`src/rtl/calc_pkg.sv`:
```
// Shared types and constants for the calculator entry front end.
// CALC_MUL_EN widens the set of accepted operator keys to include KEY_MUL.
package calc_pkg;

  typedef enum logic [1:0] {
    S_ENTER_A,
    S_ENTER_B,
    S_CALC,
    S_DONE
  } state_t;

  localparam logic [7:0] KEY_ADD = 8'd10;
  localparam logic [7:0] KEY_SUB = 8'd11;
  localparam logic [7:0] KEY_MUL = 8'd12;
  localparam logic [7:0] KEY_EQ  = 8'd13;
  localparam logic [7:0] KEY_CLR = 8'd14;

  localparam logic [7:0] OP_NONE = 8'd128;
  localparam logic [7:0] OP_SUB  = 8'd130;
  localparam logic [7:0] OP_ADD  = 8'd131;
  localparam logic [7:0] OP_MUL  = 8'd132;

  function automatic logic is_op_key(input logic [7:0] k);
`ifdef CALC_MUL_EN
    return (k == KEY_ADD) || (k == KEY_SUB) || (k == KEY_MUL);
`else
    return (k == KEY_ADD) || (k == KEY_SUB);
`endif
  endfunction

  function automatic logic [7:0] op_glyph(input logic [7:0] k);
    case (k)
      KEY_SUB: return OP_SUB;
      KEY_MUL: return OP_MUL;
      default: return OP_ADD;
    endcase
  endfunction

endpackage

```
`src/rtl/seq_mult8.sv`:
```
// 8x8 shift-add multiplier: loads on start, runs 8 iterations on a down-counter,
// pulses done together with the final product. abort drops an in-flight operation.
module seq_mult8 (
  input  logic        clk,
  input  logic        rst,
  input  logic        start,
  input  logic        abort,
  input  logic [7:0]  mcand,
  input  logic [7:0]  mplier,
  output logic [15:0] product,
  output logic        done
);

  logic [15:0] mcand_q;
  logic [7:0]  mplier_q;
  logic [15:0] acc_q;
  logic [3:0]  cnt_q;
  logic        done_q;

  always_ff @(posedge clk or posedge rst) begin
    if (rst) begin
      mcand_q  <= '0;
      mplier_q <= '0;
      acc_q    <= '0;
      cnt_q    <= '0;
      done_q   <= 1'b0;
    end else begin
      done_q <= 1'b0;
      if (abort) begin
        cnt_q <= '0;
      end else if (start) begin
        mcand_q  <= {8'd0, mcand};
        mplier_q <= mplier;
        acc_q    <= '0;
        cnt_q    <= 4'd8;
      end else if (cnt_q != 4'd0) begin
        if (mplier_q[0]) acc_q <= acc_q + mcand_q;
        mcand_q  <= mcand_q << 1;
        mplier_q <= mplier_q >> 1;
        cnt_q    <= cnt_q - 4'd1;
        // terminal count: the accumulate above is the last one
        if (cnt_q == 4'd1) done_q <= 1'b1;
      end
    end
  end

  assign product = acc_q;
  assign done    = done_q;

endmodule

```
`src/rtl/calc_entry_ctrl.sv`:
```
// Keypad calculator front end: builds operands A/B and an operator, computes on '='.
// Define CALC_MUL_EN to accept KEY_MUL and build the seq_mult8 multiplier.
//
// state     | meaning
// ----------+-----------------------------------------------------------
// S_ENTER_A | collecting digits of A, waiting for an operator
// S_ENTER_B | collecting digits of B; '=' arms eq_pend_q for one cycle
// S_CALC    | busy: add/sub settle in one cycle, multiply waits for done
// S_DONE    | result shown; digit restarts, operator chains on result
module calc_entry_ctrl
  import calc_pkg::*;
#(
  parameter int unsigned MAX_VAL = 255
) (
  input  logic       clk,
  input  logic       rst,
  input  logic [7:0] key_code,
  input  logic       key_valid,
  output logic [7:0] a,
  output logic [7:0] b,
  output logic [7:0] operand,
  output logic [7:0] result,
  output logic       sign,
  output logic       overflow,
  output logic       busy
);

  state_t     state_q;
  logic [7:0] a_q, b_q, op_q, res_q;
  logic       sign_q, ovf_q, busy_q, b_dig_q, eq_pend_q;

  logic       key_clr, key_eq, key_dig, key_op;
  logic [3:0] digit;
  logic [11:0] a_ext, b_ext;
  logic [7:0] a_d, b_d, diff_d;
  logic [8:0] sum_d;

  always_comb begin
    key_clr = key_valid && (key_code == KEY_CLR);
    key_eq  = key_valid && (key_code == KEY_EQ);
    key_dig = key_valid && (key_code <= 8'd9);
    key_op  = key_valid && is_op_key(key_code);
    digit   = key_code[3:0];
    a_ext   = 12'(a_q) * 12'd10 + 12'(digit);
    b_ext   = 12'(b_q) * 12'd10 + 12'(digit);
    a_d     = (a_ext > 12'(MAX_VAL)) ? a_q : a_ext[7:0];
    b_d     = (b_ext > 12'(MAX_VAL)) ? b_q : b_ext[7:0];
    sum_d   = 9'(a_q) + 9'(b_q);
    diff_d  = (a_q >= b_q) ? (a_q - b_q) : (b_q - a_q);
  end

`ifdef CALC_MUL_EN
  logic [15:0] prod;
  logic        mul_done;

  // multiplier loads on the edge that enters S_CALC
  seq_mult8 u_mult (
    .clk     (clk),
    .rst     (rst),
    .start   (eq_pend_q && (op_q == OP_MUL)),
    .abort   (key_clr),
    .mcand   (a_q),
    .mplier  (b_q),
    .product (prod),
    .done    (mul_done)
  );
`endif

  always_ff @(posedge clk or posedge rst) begin
    if (rst) begin
      state_q   <= S_ENTER_A;
      a_q       <= '0;
      b_q       <= '0;
      op_q      <= OP_NONE;
      res_q     <= '0;
      sign_q    <= 1'b0;
      ovf_q     <= 1'b0;
      busy_q    <= 1'b0;
      b_dig_q   <= 1'b0;
      eq_pend_q <= 1'b0;
    end else if (key_clr) begin
      state_q   <= S_ENTER_A;
      a_q       <= '0;
      b_q       <= '0;
      op_q      <= OP_NONE;
      res_q     <= '0;
      sign_q    <= 1'b0;
      ovf_q     <= 1'b0;
      busy_q    <= 1'b0;
      b_dig_q   <= 1'b0;
      eq_pend_q <= 1'b0;
    end else begin
      case (state_q)
        S_ENTER_A: begin
          if (key_dig) begin
            a_q <= a_d;
          end else if (key_op) begin
            op_q    <= op_glyph(key_code);
            b_q     <= '0;
            b_dig_q <= 1'b0;
            state_q <= S_ENTER_B;
          end
        end
        S_ENTER_B: begin
          if (eq_pend_q) begin
            eq_pend_q <= 1'b0;
            busy_q    <= 1'b1;
            state_q   <= S_CALC;
          end else if (key_dig) begin
            b_q     <= b_d;
            b_dig_q <= 1'b1;
          end else if (key_op && !b_dig_q) begin
            op_q <= op_glyph(key_code);
          end else if (key_eq) begin
            eq_pend_q <= 1'b1;
          end
        end
        S_CALC: begin
          if (op_q == OP_SUB) begin
            res_q   <= diff_d;
            sign_q  <= (a_q < b_q);
            ovf_q   <= 1'b0;
            busy_q  <= 1'b0;
            state_q <= S_DONE;
`ifdef CALC_MUL_EN
          end else if (op_q == OP_MUL) begin
            if (mul_done) begin
              res_q   <= prod[7:0];
              ovf_q   <= |prod[15:8];
              sign_q  <= 1'b0;
              busy_q  <= 1'b0;
              state_q <= S_DONE;
            end
`endif
          end else begin
            res_q   <= sum_d[7:0];
            ovf_q   <= sum_d[8];
            sign_q  <= 1'b0;
            busy_q  <= 1'b0;
            state_q <= S_DONE;
          end
        end
        S_DONE: begin
          if (key_dig) begin
            a_q     <= 8'(digit);
            b_q     <= '0;
            op_q    <= OP_NONE;
            res_q   <= '0;
            sign_q  <= 1'b0;
            ovf_q   <= 1'b0;
            state_q <= S_ENTER_A;
          end else if (key_op && !sign_q && !ovf_q) begin
            // chain: the unsigned, in-range result becomes the next A
            a_q     <= res_q;
            b_q     <= '0;
            res_q   <= '0;
            op_q    <= op_glyph(key_code);
            b_dig_q <= 1'b0;
            state_q <= S_ENTER_B;
          end
        end
      endcase
    end
  end

  assign a        = a_q;
  assign b        = b_q;
  assign operand  = op_q;
  assign result   = res_q;
  assign sign     = sign_q;
  assign overflow = ovf_q;
  assign busy     = busy_q;

endmodule

```
`config.mk`:
```
export PLATFORM = sky130hd
export DESIGN_NAME = calc_entry_ctrl
export DESIGN_NICKNAME = d
export VERILOG_FILES = /design/src/rtl/calc_pkg.sv /design/src/rtl/seq_mult8.sv /design/src/rtl/calc_entry_ctrl.sv
export SDC_FILE = /design/constraint.sdc
export NUM_CORES = 1
export LEC_CHECK = 0
export CAP_MARGIN = 20
export CORE_MARGIN = 2
export CORE_UTILIZATION = 55
export CTS_CLUSTER_DIAMETER = 40
export DETAILED_ROUTE_END_ITERATION = 6
export PLACE_DENSITY = 0.79
export SETUP_SLACK_MARGIN = 0.15
export SLEW_MARGIN = 20
export SYNTH_ARGS = -nofsm -noshare
export SYNTH_HDL_FRONTEND = slang
export SYNTH_SLANG_ARGS = --single-unit
```
`constraint.sdc`:
```
create_clock -name clk -period 5.4 [get_ports clk]
set_input_delay 0.54 -clock clk [delete_from_list [all_inputs] [get_ports clk]]
set_output_delay 0.54 -clock clk [all_outputs]
set_load 0.02 [all_outputs]
```
# Yosys cells after proc, flatten, opt, wreduce, memory -nomap -nowiden
# Index checks and enable logic that the tools add are counted.
# word_totals
output_inout_bits	35
ff_bits	39
input_bits	11
# op_classes
muxes	60
magnitude_cmp	5
n_reduce_logical	25
add_sub_neg	5
eq_ne	23
mul	2
# ops
operator	n
$mux 8	24
$pmux 8 s3	2
$eq 8x4->1 const B	5
$ne 3x3->1 const B	13
$pmux 8 s2	2
$add 12x4->12	2
$gt 12x8->1 const B	2
$mul 8x3->11 const B	2
$reduce_and 7->1	3
$mux 1	20
$sub 8x8->8	2
$mux 2	6
$add 8x8->9	1
$reduce_bool 3->1	3
$eq 8x8->1 const B	1
$ge 8x8->1	1
$le 8x4->1 const B	1
$lt 8x8->1	1
$pmux 2 s4	1
$reduce_and 4->1	2
$logic_and 1x1->1	7
$pmux 1 s2	3
$pmux 3 s2	1
$reduce_and 2->1	3
9 further kinds	12

# Depth between registers and ports, before layout
# Gate-level depths: netlist of run 1.
# logic_depth
ltp_word	9
depth_mapped	11

# Worst setup path after synthesis of run 1
# OpenSTA, ideal clock, no wires.
# synth_path
path_type	flip-flop to flip-flop
startpoint	register a_q[1] (netlist: a[1])
endpoint	register a_q[7] (netlist: a[7])
path_stages_with_launch	12
path_buffers	1
setup_slack_ps	2239
arrival_time_ps	3040
setup_time_ps	121
cell_sequence	dfrtp_1 ha_1 ha_1 fa_1 o211a_1 o21ai_0 and4bb_1 mux2i_1 o221ai_1 and3_1 buf_2 a22o_1
# synth_via
elab_chain_cells	6
word_cells_on_any_way	9
cone_classes	add/sub: 1; mul: 1; order compare: 1; eq/ne: 1; mux: 4; reduce/logical: 1
# synth_rtl
item	line_no	rtl
start: declaration	calc_entry_ctrl.sv:29	logic [7:0] a_q, b_q, op_q, res_q;
start signal: assignment	calc_entry_ctrl.sv:145	a_q <= 8'(digit);
start signal: assignment	calc_entry_ctrl.sv:154	a_q <= res_q;
$mul 8x3->11 *	calc_entry_ctrl.sv:44	a_ext = 12'(a_q) * 12'd10 + 12'(digit);
$add 12x4->12 *	calc_entry_ctrl.sv:44	
parallel branches: the longest is 4 deep, another holds $gt 12x8->1	-	
# Every way passes the cells marked *. The select of a mux whose other input is x is not followed.
# A chain may end at the register's enable or synchronous reset.

# Worst setup path after layout of run 1
# layout_path
startpoint	register b_q[1] (netlist: b[1])
endpoint	register b_q[5] (netlist: b[5])
# layout_via
elab_chain_cells	7
word_cells_on_any_way	10
cone_classes	add/sub: 1; mul: 1; order compare: 1; eq/ne: 1; mux: 5; reduce/logical: 1
# layout_rtl
item	line_no	rtl
start: declaration	calc_entry_ctrl.sv:29	
start signal: assignment	calc_entry_ctrl.sv:73	b_q <= '0;
start signal: assignment	calc_entry_ctrl.sv:84	b_q <= '0;
start signal: assignment	calc_entry_ctrl.sv:99	b_q <= '0;
$mul 8x3->11 *	calc_entry_ctrl.sv:45	b_ext = 12'(b_q) * 12'd10 + 12'(digit);
$add 12x4->12 *	calc_entry_ctrl.sv:45	
parallel branches: the longest is 5 deep, another holds $gt 12x8->1	-	
# Marks and branches as above.

==> results.sh, run 1 <==
export IMPL_cp_max_fo=10
export IMPL_routedWlPerCell_microns=18.11
export IMPL_drt_wl_total_mm=9.945
export IMPL_final_area_sq_um=4302
export IMPL_grt_pass1_vias=3387
export IMPL_setup_viol=0
export IMPL_synth_flop_cell="dfrtp_1"
export IMPL_io_pins=46
export IMPL_syn_avg_cell_area_sq_um=8.732
export IMPL_synth_most_common_cell="ha_1"
export IMPL_gr_usage_all_layers_pct=28.31
export IMPL_synth_simple_gate_area_share_pct=17.89
export IMPL_yosys_area_top_type="dfrtp_1"
export IMPL_drtPass1Iterations=5
export IMPL_synth_top_cell_area_share_pct=22.61
export IMPL_yosysUniqueCellTypes=64
export IMPL_relSlewSlack_pct=54.60
export IMPL_required_ns=5.57
export IMPL_path_clk_slew_ns=0.07
export IMPL_hp_class="reg -> reg"
export IMPL_fin_worst_skew_ns=0.01038
export IMPL_grt_max_degree=35
export IMPL_holdPathStages=2
export IMPL_synth_area_sq_um=3764
export IMPL_r2r_end="b[5]"
export IMPL_critPathArrivalTime_ns=3.46
export IMPL_root_buffer="clkbuf_8"
export IMPL_worst_setup_path_start_kind="flip-flop"
export IMPL_port_buffers=40
export IMPL_p_leak_uw=0.002031
export IMPL_drc=0
export IMPL_syn_to_final_growth_pct=14.30
export IMPL_cts_buffer_depth=2
export IMPL_vdd_drop_max_uv=303.7
export IMPL_rows=30
export IMPL_r2r_setup_slack_ns=2.12
export IMPL_synth_edf_count=0
export IMPL_start_util_pct=56.01
export IMPL_cts_max_level=2
export IMPL_min_period_ns=3.282
export IMPL_synthAdderAreaFrac_pct=23.01
export IMPL_dieArea_sq_um=7520
export IMPL_worstSetupEndpoint="b[5]"
export IMPL_holdBufCountCts=0
export IMPL_num_vias=3290
export IMPL_drv_cap=0
export IMPL_numCtsBuffers=5
export IMPL_ys_seq_area_share_pct=22.61
export IMPL_synthArstFlopShare_pct=100.0
export IMPL_drtIter0Drc=279
export IMPL_cp_startpoint="b[1]"
export IMPL_final_net_count=544
export IMPL_placed_area_sq_um=4210
export IMPL_grt_overflow_total=0
export IMPL_cts_tree="yes"
export IMPL_hold_viol=0
export IMPL_synth_compound_area_share_pct=22.84
export IMPL_yosys_top_cells_count="ha_1, nand2_1, dfrtp_1"
export IMPL_core_sq_um=6719
export IMPL_timing_rr_start="b[1]"
export IMPL_post_cts_repair_setup_buffers=0
export IMPL_synth_seq_cells=34
export IMPL_crit_type="reg -> reg"
export IMPL_synth_xor_xnor_area_share_pct=4.422
export IMPL_muxShareOfSynthArea_pct=3.624
export IMPL_post_route_period_util_pct=60.78
export IMPL_ant_nets=0
export IMPL_postSynthCellCount=431
export IMPL_drive_above_1_share_pct=5.757
export IMPL_worst_pin_slew_ns=0.6810
export IMPL_reg2reg_depth=11
export IMPL_antenna_cells=0
export IMPL_grt_first_pass_wirelength_mm=16.62
export IMPL_rsz0062_at_grt="false"
export IMPL_clock_latency_ns=0.29
export IMPL_place_congestion=0.9825
export IMPL_cp_end_kind="flip-flop"
export IMPL_cts_sinks=34
export IMPL_place_detailed_hpwl_mm=7.989
export IMPL_cts_resized=0
export IMPL_via_per_inst=5.993
export IMPL_die_y_microns=86.72
export IMPL_p_per_area_nw_per_um2=593.3
export IMPL_max_freq_mhz=304.7
export IMPL_status="complete, no violations"
export IMPL_yosysWarnings=0
export IMPL_synth_top_family_by_area="adder cells"
export IMPL_netlist_top_cells_area="dfrtp_1, ha_1, a21oi_1"
export IMPL_antenna_found_initial=0
export IMPL_finalSetupTns_ns=0
export IMPL_slew_viol_final=0
export IMPL_dieWidth_microns=86.72
[per-stage QoR]
step | util, % | cells | power [uW] | setup WS (ns) | hold slack [ns]
2_1_floorplan | - | 434 | 1818 | 2.239 | 0.4494
3_3_place_gp | 62.66 | 541 | 2304 | 2.219 | 0.4666
3_5_place_dp | 62.66 | 541 | 2338 | 2.114 | 0.4738
4_1_cts | 64.02 | 549 | 2544 | 2.103 | 0.4913
5_1_grt | 64.02 | 549 | 2795 | 1.876 | 0.5277
6_report | 64.02 | 549 | 2552 | 2.118 | 0.4928
[report_power, final]
group / switching (uW) / leakage [uW] / internal [uW] / total (uW)
Clock: 97.1 / 0.0000482 / 103 / 200
Combinational: 1090 / 0.00153 / 783 / 1870
Sequential: 148 / 0.000450 / 333 / 481
Total: 1330 / 0.00203 / 1220 / 2550
[area by class of cell]
| cell class | count | area, sq um |
|---|---|---|
| multi-input combinational | 353 | 2720 |
| fill | 589 | 2417 |
| sequential | 34 | 850.8 |
| timing repair buffer | 43 | 422.9 |
| inverter | 31 | 116.4 |
| tap | 80 | 100.1 |
| clock buffer | 7 | 86.33 |
| clock inverter | 1 | 5.005 |
[routing by layer]
| layer | vias to the layer above | share of wire, % | track usage (%) |
|---|---|---|---|
| li1 | 1616 | - | - |
| met1 | 1555 | 43 | 37.22 |
| met2 | 100 | 49 | 47.13 |
| met3 | 19 | 5.8 | 4.476 |
| met4 | 0 | 2.2 | 10.23 |
| met5 | - | 0 | 0 |
[how the worst min path moves through the flow]
| stage | startpoint | end | slack [ns] |
|---|---|---|---|
| floorplan | b_dig_q | b_dig_q | 0.45 |
| global placement | b_dig_q | b_dig_q | 0.47 |
| detailed placement | b_dig_q | b_dig_q | 0.47 |
| global route | b_dig_q | b_dig_q | 0.53 |
| CTS | b_dig_q | b_dig_q | 0.49 |
| finish | b_dig_q | b_dig_q | 0.49 |
[state kept, by name (all words and copies together), names as in the netlist]
register	flops
operand	3
b_dig_q	1
busy	1
overflow	1
state_q	2
a	8
b	8
sign	1
eq_pend_q	1
result	8
[logic make-up (layout without fill, tap and decap cells)]
logic type / Yosys count / count (layout)
DFF: 34 / 34
and+or+nand+nor: 127 / 127
buffers and inverters: 47 / 82
other: 2 / 5
xor gates and xnor gates: 19 / 19
AOI/OAI and AO/OA: 124 / 124
muxes: 13 / 13
adders and majority gates: 65 / 65
[cell usage in the layout (no fill, tap or decap), types with 5 or more instances in the layout]
| cell type | n |
|---|---|
| clkdlybuf4s50_1 | 40 |
| a21oi_1 | 33 |
| a21o_1 | 5 |
| xnor2_1 | 10 |
| nor2b_1 | 6 |
| and2_1 | 7 |
| xor2_1 | 9 |
| nand3_1 | 14 |
| inv_1 | 31 |
| mux2i_1 | 8 |
| ha_1 | 58 |
| conb_1 | 5 |
| a22o_1 | 15 |
| clkbuf_8 | 6 |
| fa_1 | 7 |
| o21ai_0 | 28 |
| nor2_1 | 30 |
| nand2_1 | 38 |
| dfrtp_1 | 34 |
[critical path: stages (launching register included)]
cell and delay [ns]:
dfrtp_1 0.55, ha_1 0.37, ha_1 0.17, inv_1 0.06
fa_1 0.39, xnor2_1 0.29, nand3b_1 0.21, nor4_4 0.18
and3_2 0.25, o2111ai_4 0.17, a21o_4 0.29, a22o_1 0.23
Note: power is estimated with default switching activity, not from simulation.
==> run 2: changes to the inputs <==
clock period = 3.3 ns   (was 5.4 ns; I/O delays follow)
==> run 2 against run 1 <==
Via count up 4.6%; cell count grew 2.2%; sequential power rose by 46%; largest cell class unchanged; critical path depth stayed put; highest routed layer unchanged; largest power group unchanged.
==> results.sh, run 2 (same netlist as run 1, synthesis figures left out) <==
export IMPL_status="complete, no violations"
export IMPL_rows=30
export IMPL_drc=0
export IMPL_core_sq_um=6719
export IMPL_p_int_uw=2053
export IMPL_antenna_cells=0
export IMPL_syn_to_final_growth_pct=17.25
export IMPL_path_clk_slew_ns=0.07
export IMPL_hold_viol=0
export IMPL_antenna_found_initial=0
export IMPL_worst_setup_path_start_kind="flip-flop"
export IMPL_dieWidth_microns=86.72
export IMPL_fin_util_pct=65.68
export IMPL_finalSetupTns_ns=0
export IMPL_numCtsBuffers=5
export IMPL_hp_class="in -> async"
export IMPL_cp_max_fo=7
export IMPL_place_detailed_hpwl_mm=7.957
export IMPL_min_period_ns=3.000
export IMPL_power_frac_comb_pct=75.6
export IMPL_p_per_area_nw_per_um2=956.1
export IMPL_cp_startpoint="b[3]"
export IMPL_port_buffers=40
export IMPL_grt_first_pass_wirelength_mm=16.26
export IMPL_path_common_cell="ha_1"
export IMPL_setup_slack_ns=0.2996
export IMPL_seq_power_share_pct=16.7
export IMPL_io_pins=46
export IMPL_rsz0062_at_grt="true"
export IMPL_die_y_microns=86.72
export IMPL_cts_buffer_depth=2
export IMPL_cts_tree="yes"
export IMPL_cp_num_buf_inv=1
export IMPL_grt_overflow_total=0
export IMPL_critPathArrivalTime_ns=3.17
export IMPL_start_util_pct=56.01
export IMPL_clock_latency_ns=0.29
export IMPL_dieArea_sq_um=7520
export IMPL_relSlewSlack_pct=37.87
export IMPL_drtIter0Drc=181
export IMPL_worstPathCellList="ha_1 -> ha_1 -> inv_1 -> fa_1 -> nand2b_1 -> a21oi_1 -> xor2_1 -> and3_2 -> o2111ai_4 -> a21o_4 -> a22o_1"
export IMPL_clockPowerShare_pct=7.8
export IMPL_required_ns=3.47
export IMPL_cts_sinks=34
export IMPL_drv_cap=0
export IMPL_post_route_period_util_pct=90.92
export IMPL_fin_worst_skew_ns=0.005315
export IMPL_vdd_drop_max_uv=465.3
export IMPL_via_per_inst=6.132
export IMPL_grt_max_degree=19
export IMPL_dpl_worst_slack_ns=0.2794
export IMPL_slew_viol_final=0
export IMPL_drive_above_1_share_pct=9.356
export IMPL_crit_path_max_incr_delay_ns=0.46
export IMPL_crit_type="reg -> reg"
export IMPL_drtPass1Iterations=5
export IMPL_netSwitchingPower_uw=2166
export IMPL_setup_viol=0
export IMPL_final_common_cell="ha_1"
export IMPL_fin_total_pwr_uw=4219
export IMPL_timing_rr_start="b[3]"
export IMPL_critPathSlowestCell="dfrtp_1"
export IMPL_routedWlPerCell_microns=17.39
export IMPL_worst_pin_slew_ns=0.9085
export IMPL_num_vias=3440
export IMPL_root_buffer="clkbuf_8"
export IMPL_max_freq_mhz=333.3
export IMPL_drt_wl_total_mm=9.753
export IMPL_final_cell_mix="ha_1, clkdlybuf4s50_1, nand2_1"
export IMPL_cp_end_kind="flip-flop"
export IMPL_ant_nets=0
export IMPL_place_congestion=0.9579
export IMPL_grt_pass1_vias=3379
export IMPL_gr_usage_all_layers_pct=27.76
export IMPL_cts_max_level=2
export IMPL_p_leak_uw=0.002096
export IMPL_crit_family="adder cells"
export IMPL_sw_frac_of_total_pct=51.35
export IMPL_final_net_count=556
## run 2: cell types whose count changed in the layout (fill, tap and decap cells not counted)
cell / previous run / this run
and3_4: 1 / 2
buf_4: 3 / 15
nand2_2: 0 / 1
and3_1: 2 / 1
nand2_1: 38 / 37
xnor2_1: 10 / 9
clkbuf_1: 1 / 0
dfrtp_1: 34 / 32
clkinvlp_4: 0 / 1
dfrtp_2: 0 / 2
xnor2_2: 0 / 1
## run 2: worst paths after layout
path / endpoint / slack, ns / cells after the start
max: b[1] / 0.30 / 11
min: operand[2] / 0.44 / 2
max reg2reg: b[1] / 0.30 / 11
min reg2reg: b_dig_q / 0.52 / 2
max in group asynchronous: a[1] / 2.14 / 3
min in group clk: b_dig_q / 0.52 / 2
## run 2: through the flow
stage	hold slack [ns]	area [sq um]	std cells
3_5_place_dp	0.5105	4302	553
4_1_cts	0.4617	4397	561
5_1_grt	0.4901	4413	561
6_report	0.4437	4413	561
3_3_place_gp	0.4663	4302	553
2_1_floorplan	0.4494	3776	434
## run 2: metal layers
metal	up-vias	global-route usage, %	routed length [microns]
met2	130	50.07	4973
met5	-	0	0
met3	19	4.286	624
li1	1647	-	-
met4	0	7.813	169
met1	1644	34.19	3985
## run 2: area by class of cell
class	instances	area (sq um)
multi-input combinational	353	2735
fill	568	2306
sequential	34	853.3
timing repair buffer	55	513.0
inverter	31	116.4
tap	80	100.1
clock buffer	6	82.58
clock inverter	2	12.51
## run 2: power groups by stage
stage	Clock, uW	Combinational (uW)	Sequential (uW)
after global placement	0	3050	700
after floorplan	0	2140	836
after global routing	353	3520	724
after CTS	330	3140	702
after detailed placement	0	3110	708
final	327	3190	704
## run 2: what timing repair did
action,in CTS,in global routing
endpoints found under the setup margin,0,16
buffers inserted,0,0
gates resized for setup,0,5
hold buffers,0,0
